`src/rtl/cpu_clock_ctrl.sv`:
```
// -----------------------------------------------------------------------------
// cpu_clock_ctrl
//   Run/halt/single-step controller and five-phase instruction sequencer for
//   the RISC CPU. A free-running system clock drives the block. It produces a
//   datapath clock enable (cpu_en) and a one-hot phase enable
//   {WB,MEM,EXEC,DECODE,FETCH}. Execution stops only at instruction
//   boundaries, meaning after the WB phase retires. The block also keeps
//   wrapping counters of active cycles and retired instructions.
//
// Parameters
//   CNT_W        width of cycle_count / instr_count (wrap modulo 2^CNT_W)
//
// Ports
//   clock        in   system clock, all state changes on its rising edge
//   reset_n      in   asynchronous active-low reset
//   run_req      in   pulse: start free-running execution
//   halt_req     in   pulse: stop at the next instruction boundary
//   step_req     in   pulse: execute exactly one instruction (from HALTED)
//   halt_instr   in   decoder flag: HLT instruction is in EXEC
//   stall        in   memory wait, freezes the phase while high
//   cpu_en       out  datapath clock enable for this cycle
//   phase_oh     out  one-hot phase {WB,MEM,EXEC,DECODE,FETCH}, gated by cpu_en
//   retire       out  pulse: instruction completes WB this cycle
//   halted       out  controller is in HALTED
//   cycle_count  out  cycles spent outside HALTED (stalled cycles included)
//   instr_count  out  retired instructions
// -----------------------------------------------------------------------------
module cpu_clock_ctrl #(
    parameter int CNT_W = 32
) (
    input  logic             clock,
    input  logic             reset_n,
    input  logic             run_req,
    input  logic             halt_req,
    input  logic             step_req,
    input  logic             halt_instr,
    input  logic             stall,
    output logic             cpu_en,
    output logic [4:0]       phase_oh,
    output logic             retire,
    output logic             halted,
    output logic [CNT_W-1:0] cycle_count,
    output logic [CNT_W-1:0] instr_count
);

    // -------------------------------------------------------------------------
    // Controller states
    // -------------------------------------------------------------------------
    localparam logic [1:0] S_HALTED = 2'd0;
    localparam logic [1:0] S_RUN    = 2'd1;
    localparam logic [1:0] S_STEP   = 2'd2;
    localparam logic [1:0] S_DRAIN  = 2'd3;

    // -------------------------------------------------------------------------
    // Instruction phases (binary encoded, decoded to one-hot at the output)
    // -------------------------------------------------------------------------
    localparam logic [2:0] PH_FETCH  = 3'd0;
    localparam logic [2:0] PH_DECODE = 3'd1;
    localparam logic [2:0] PH_EXEC   = 3'd2;
    localparam logic [2:0] PH_MEM    = 3'd3;
    localparam logic [2:0] PH_WB     = 3'd4;

    logic [1:0]       r_state;
    logic [2:0]       r_phase;
    logic [CNT_W-1:0] r_cycle_cnt;
    logic [CNT_W-1:0] r_instr_cnt;

    logic [1:0]       w_state_nxt;
    logic [2:0]       w_phase_nxt;
    logic [2:0]       w_phase_inc;
    logic [4:0]       w_phase_dec;
    logic             w_active;
    logic             w_cpu_en;
    logic             w_in_exec;
    logic             w_in_wb;
    logic             w_retire;
    logic             w_halt_ev;
    logic             w_run_ok;

    // -------------------------------------------------------------------------
    // Status and enables
    // -------------------------------------------------------------------------
    assign w_active  = (r_state != S_HALTED);
    assign w_cpu_en  = w_active & ~stall;
    assign w_in_exec = (r_phase == PH_EXEC);
    assign w_in_wb   = (r_phase == PH_WB);
    assign w_retire  = w_cpu_en & w_in_wb;

    // A HLT only counts when its EXEC phase actually executes. If it is
    // stalled, it is seen again on the cycle the stall lifts.
    assign w_halt_ev = halt_req | (halt_instr & w_cpu_en & w_in_exec);

    // A run request loses to a halt request presented on the same cycle.
    assign w_run_ok  = run_req & ~halt_req;

    // -------------------------------------------------------------------------
    // Next-state logic
    // -------------------------------------------------------------------------
    always_comb begin
        w_state_nxt = r_state;
        case (r_state)
            S_HALTED: begin
                // A halt_req blocks run/step on the same cycle. It has no
                // other effect here.
                if (!halt_req) begin
                    if (run_req) begin
                        w_state_nxt = S_RUN;
                    end else if (step_req) begin
                        w_state_nxt = S_STEP;
                    end
                end
            end
            S_RUN: begin
                // Halting on the WB cycle itself skips DRAIN, so no further
                // instruction is started.
                if (w_halt_ev) begin
                    w_state_nxt = w_retire ? S_HALTED : S_DRAIN;
                end
            end
            S_STEP, S_DRAIN: begin
                // Both finish the current instruction and then stop. A run
                // request upgrades a step or cancels a pending halt.
                if (w_retire) begin
                    w_state_nxt = S_HALTED;
                end else if (w_run_ok) begin
                    w_state_nxt = S_RUN;
                end
            end
            default: begin
                w_state_nxt = S_HALTED;
            end
        endcase
    end

    // -------------------------------------------------------------------------
    // Phase sequencer
    // -------------------------------------------------------------------------
    always_comb begin
        w_phase_inc = PH_FETCH;
        case (r_phase)
            PH_FETCH:  w_phase_inc = PH_DECODE;
            PH_DECODE: w_phase_inc = PH_EXEC;
            PH_EXEC:   w_phase_inc = PH_MEM;
            PH_MEM:    w_phase_inc = PH_WB;
            PH_WB:     w_phase_inc = PH_FETCH;
            default:   w_phase_inc = PH_FETCH;
        endcase
    end

    always_comb begin
        w_phase_nxt = r_phase;
        if (!w_active) begin
            // Parked at the start of an instruction while halted.
            w_phase_nxt = PH_FETCH;
        end else if (w_cpu_en) begin
            w_phase_nxt = w_phase_inc;
        end
    end

    // -------------------------------------------------------------------------
    // One-hot phase decode, gated by the datapath enable
    // -------------------------------------------------------------------------
    always_comb begin
        w_phase_dec = 5'b00000;
        case (r_phase)
            PH_FETCH:  w_phase_dec = 5'b00001;
            PH_DECODE: w_phase_dec = 5'b00010;
            PH_EXEC:   w_phase_dec = 5'b00100;
            PH_MEM:    w_phase_dec = 5'b01000;
            PH_WB:     w_phase_dec = 5'b10000;
            default:   w_phase_dec = 5'b00000;
        endcase
    end

    // -------------------------------------------------------------------------
    // State registers
    // -------------------------------------------------------------------------
    always_ff @(posedge clock or negedge reset_n) begin
        if (!reset_n) begin
            r_state <= S_HALTED;
            r_phase <= PH_FETCH;
        end else begin
            r_state <= w_state_nxt;
            r_phase <= w_phase_nxt;
        end
    end

    // -------------------------------------------------------------------------
    // Counters (wrap silently)
    // -------------------------------------------------------------------------
    always_ff @(posedge clock or negedge reset_n) begin
        if (!reset_n) begin
            r_cycle_cnt <= '0;
        end else if (w_active) begin
            r_cycle_cnt <= r_cycle_cnt + CNT_W'(1);
        end
    end

    always_ff @(posedge clock or negedge reset_n) begin
        if (!reset_n) begin
            r_instr_cnt <= '0;
        end else if (w_retire) begin
            r_instr_cnt <= r_instr_cnt + CNT_W'(1);
        end
    end

    // -------------------------------------------------------------------------
    // Outputs
    // -------------------------------------------------------------------------
    // All outputs are decoded from state, so an asynchronous reset is
    // visible in the same cycle.
    assign cpu_en      = w_cpu_en;
    assign phase_oh    = w_cpu_en ? w_phase_dec : 5'b00000;
    assign retire      = w_retire;
    assign halted      = ~w_active;
    assign cycle_count = r_cycle_cnt;
    assign instr_count = r_instr_cnt;

endmodule
```
`config.mk`:
```
export PLATFORM = sky130hd
export DESIGN_NAME = cpu_clock_ctrl
export DESIGN_NICKNAME = d
export VERILOG_FILES = /design/src/rtl/cpu_clock_ctrl.sv
export SDC_FILE = /design/constraint.sdc
export NUM_CORES = 1
export LEC_CHECK = 0
export BUFFER_PORTS_ARGS = -buffer_cell sky130_fd_sc_hd__buf_2
export CAP_MARGIN = 5
export CORE_MARGIN = 2
export CORE_UTILIZATION = 48
export CTS_CLUSTER_DIAMETER = 100
export CTS_CLUSTER_SIZE = 40
export DETAILED_ROUTE_END_ITERATION = 10
export PLACE_DENSITY = 0.84
export SETUP_SLACK_MARGIN = 0.1
export SYNTH_ARGS = -nofsm -noshare
export SYNTH_HDL_FRONTEND = slang
export SYNTH_SLANG_ARGS = --single-unit
export TNS_END_PERCENT = 20
```
`constraint.sdc`:
```
create_clock -name clock -period 2.35 [get_ports clock]
set_clock_uncertainty 0.15 [all_clocks]
set_input_delay 0.3525 -clock clock [delete_from_list [all_inputs] [get_ports clock]]
set_output_delay 0.3525 -clock clock [all_outputs]
set_load 0.01 [all_outputs]
```
After elaboration in Yosys (flattened, before gate mapping)
Index checks and enable logic that the tools add are counted.

Output and inout port bits: 72. Word-level logic and storage cells: 45. Input port bits: 7. Register bits: 69.

Bitwise logic cells: 9. Multiplexer cells: 13. $add $sub $neg: 2. Equal/unequal tests: 12. Reduce and logical (&&, ||, !) cells: 5.

Operators with widths (count): adder 32 x 1 -> 32 bit (second input constant) (2); one-hot mux 5 bit (5 select lines) (1); 2-to-1 mux 2 bit (7); one-hot mux 3 bit (4 select lines) (1); equality test 3 x 2 -> 1 bit (second input constant) (2); 2-to-1 mux 3 bit (2); inequality test 3 bit (second input constant) (2); one-hot mux 2 bit (3 select lines) (1); AND 1 bit (5); 2-to-1 mux 5 bit (1); equality test 2 bit (second input constant) (2); inequality test 2 bit (second input constant) (2); AND reduction 4 bit (1); equality test 3 x 1 -> 1 bit (second input constant) (1); equality test 3 bit (second input constant) (1); logical NOT 3 bit (1); NOT 1 bit (3); equality test 2 x 1 -> 1 bit (second input constant) (1); logical NOT 2 bit (1); inequality test 2 x 1 -> 1 bit (second input constant) (1); nonzero test 2 bit (1); OR reduction 2 bit (1); bitwise OR 1 bit (1).

Longest topological paths before layout
Depth after elaboration: 7. Mapped depth: 6. Depth with buffers taken out: 5.

Worst setup path after synthesis
No wires, ideal clock.

Path kind: reg-to-reg. Start: register r_phase[0]. End: register r_instr_cnt[15], in the netlist instr_count[15]. Setup time: 127 ps. Clock period less this slack: 2320 ps. Arrival: 2043 ps. Buffers on the path: 1. Stages on the path, launching flop included: 6. Slack: 30 ps. Required time: 2073 ps. Path through: dfrtp_1 -> clkbuf_1 -> or4b_4 -> or4_4 -> or3_4 -> xnor2_2.

Word-level cells in the longest chain between the ends: 2.

RTL lines: start, declared (RTL line 64) `logic [2:0] r_phase;`; start signal, assigned (RTL line 184) `r_phase <= w_phase_nxt;`; equality test 3 bit (RTL line 86) `assign w_in_wb = (r_phase == PH_WB);`; AND 1 bit (RTL line 87) `assign w_retire = w_cpu_en & w_in_wb;`; end signal, assigned (RTL line 203) `r_instr_cnt <= r_instr_cnt + CNT_W'(1);`; end, declared (RTL line 66) `logic [CNT_W-1:0] r_instr_cnt;`.

Every way passes these cells. A chain may end at the register's enable or synchronous reset.

Worst setup path in the final report
Start: register r_phase[1]. End: output retire.

Word-level cells in the longest chain between the ends: 2.

RTL lines: equality test 3 bit (RTL line 86); AND 1 bit (RTL line 87); end, declared (RTL line 40) `output logic retire,`.

Every way passes these cells.

==> flow_metrics.tcl <==
set metrics [dict create \
    status "completed" \
    synth_area_mm2 0.00329 \
    max_clock_freq_ghz 0.449 \
    rows 30 \
    insertedDiodeCount 0 \
    drive_above_1_share_pct 31.8 \
    p_int_uw 2190 \
    port_buffers 78 \
    root_buffer "clkbuf_8" \
    setup.worst_path.start_class "flip-flop" \
    numCtsBuffers 9 \
    gp_congestion 0.818 \
    track_usage_pct 19.4 \
    wl_per_cell_um 14.6 \
    crit_fanout 10 \
    netlist_instances 307 \
    worstMarginPinSlew_ns 0.518 \
    min_period_over_period_pct 94.7 \
    swShare_pct 29.7 \
    die_h_um 86.7 \
    ys_warn_count 0 \
    ctsHtreeMaxLevel 3 \
    slew_headroom_pct 65.2 \
    rsz0062_at_grt "true" \
    clk_pin_slew_worst_paths_ns 0.07 \
    worst-endpoint-arrival_ns 1.72 \
    slew_viol_final 0 \
    period_minus_slack_ns 2.22 \
    yosysSeqAreaShare_pct 52.6 \
    combPwrFrac_pct 22.8 \
    cp-end-kind "output port" \
    setup_viol 0 \
    dp.cells 470 \
    area_delta_synth_final_pct 24.9 \
    required_ns 1.85 \
    synth_seq_cells 69 \
    dpl.hpwl_um 5130 \
    yosysUniqueCellTypes 41 \
    core_mm2 0.00672 \
    final_common_cell "buf_2" \
    cts_tree "built" \
    synth_fp_nets 316 \
    avgSynthCellArea_um2 10.7 \
    vias 2608 \
    ir_drop_v 0.000558 \
    clkPwrFrac_pct 30.6 \
    p_leak_uw 0.00203 \
    die_area_mm2 0.00752 \
    min_path_type "in -> reg" \
    finalSetupTns_ns 0 \
    start_util_pct 48.9 \
    clock_sinks 69 \
    layout.cells.non_filler 489 \
    globalRouteOverflowTotal 0 \
    ant_nets 0 \
    drt-pass1-iter-count 4 \
    grt_pass1_vias 2478 \
    fin_nets 414 \
    cts_buffer_depth 2 \
    crit_type "reg -> out" \
    pwr-share-seq_pct 46.6 \
    route.final.wire_length_um 7120 \
    grt_pass1_wl_um 11500 \
    ios 79 \
    drt_iter0_drc 121 \
    drc 0 \
    p_per_area_mw_per_mm2 759 \
    p_switching_uw 927 \
    antenna_found_initial 0 \
    grt_max_degree 27 \
    fin_total_pwr_uw 3120 \
    hold_violations 0 \
    vias_per_cell 5.33 \
    clk_latency_ns 0.33 \
    cap_viol_max_count 0 \
    die_w_um 86.7 \
    final_cell_mix "78 x buf_2, 66 x dfrtp_1, 41 x xnor2_1" \
]
## state kept, by name (all words and copies together), names as in the netlist
signal	flops
r_state	2
cycle_count	32
r_phase	3
instr_count	32
## per-stage QoR
step	hold slack [ns]	util [%]	setup slack (ns)	area, µm²
6_report	0.282	61.1	0.125	4110
5_1_grt	0.266	61.1	0.0588	4110
4_1_cts	0.258	60.6	0.0970	4070
3_5_place_dp	0.197	57.2	0.0384	3850
3_3_place_gp	0.192	57.2	0.0536	3850
2_1_floorplan	-0.0931	-	0.0706	3290
## synthesized netlist by cell type (all sizes together)
| cell type | n | area share [%] |
|---|---|---|
| dfrtp | 69 | 53 |
| a21oi | 5 | 0.76 |
| or4 | 2 | 0.57 |
| o21bai | 1 | 0.23 |
| o2111ai | 2 | 0.53 |
| and4 | 3 | 0.80 |
| o21ai | 2 | 0.30 |
| buf | 6 | 1.1 |
| a21boi | 1 | 0.23 |
| nor4 | 15 | 3.8 |
| or2 | 4 | 0.76 |
| mux2 | 2 | 0.69 |
| and3 | 2 | 0.38 |
| nor2b | 2 | 0.38 |
| nand3 | 17 | 2.6 |
| xor2 | 20 | 5.3 |
| or4b | 1 | 0.42 |
| a2bb2oi | 1 | 0.27 |
| nand4 | 22 | 4.2 |
| a311oi | 1 | 0.27 |
| nor3 | 13 | 2.0 |
| nor2 | 21 | 2.4 |
| inv | 12 | 1.4 |
| a32oi | 1 | 0.27 |
| clkbuf | 6 | 0.69 |
| and2 | 4 | 0.76 |
| xnor2 | 42 | 11 |
| nand2 | 20 | 2.3 |
| or3 | 3 | 0.72 |
| ha | 2 | 0.76 |
| nand2b | 1 | 0.19 |
| nor3b | 3 | 0.69 |
| a32o | 1 | 0.30 |
## logic make-up after synthesis
group	synth area share, %
and+or+nand+nor	22.9
buffers and inverters	3.20
AOI/OAI and AO/OA	3.16
DFF	52.6
adders and majority gates	0.761
xor gates and xnor gates	16.8
muxes	0.685
## routing by layer
layer / vias up / GRT usage (%) / part of all wire (%)
met5: - / 0 / 0
met4: 0 / 5.54 / 0.27
met3: 2 / 4.76 / 4.3
met2: 71 / 33.7 / 51
met1: 1272 / 23.9 / 44
li1: 1263 / - / -
## power groups by stage
stage                     registers, µW  logic (µW)  clock network, µW
after floorplan                    1500         382                  0
after global placement             1480         649                  0
after detailed placement           1490         667                  0
after CTS                          1450         717                978
after global routing               1470         786               1030
final                              1450         712                952
## critical path, stage by stage, from the launching register on
cell,delay (ns)
dfrtp_1,0.38
or4b_4,0.52
buf_4,0.20
nor2_4,0.12
buf_2,0.16
## area by class of cell
type	count	area, µm²
Multi-Input combinational cell	214	1490
Timing Repair Buffer	99	551
Clock inverter	1	30.0
Fill cell	566	2610
Tap cell	80	100
Clock buffer	14	163
Sequential cell	69	1730
Inverter	12	45.0
## what timing repair did
action	4_1_cts	5_1_grt
setup endpoints to repair	6	14
endpoints found under the hold margin	20	0
hold buffers	1	0
setup buffers	2	1
pin swaps	0	1
resized for setup	3	5
## path summary, 6_finish.rpt
path | end | slack (ns) | depth (start not counted) | startpoint
worst min register to register | cycle_count[31] | 0.33 | 1 | cycle_count[31]
max in group asynchronous | cycle_count[8] | 0.92 | 3 | reset_n
worst max register to register | instr_count[15] | 0.15 | 4 | r_phase[1]
worst min-delay path | r_phase[2] | 0.28 | 4 | stall
min in group asynchronous | instr_count[1] | 0.38 | 2 | reset_n
worst max-delay path | retire | 0.13 | 4 | r_phase[1]
Note: power is estimated with default switching activity, not from simulation.
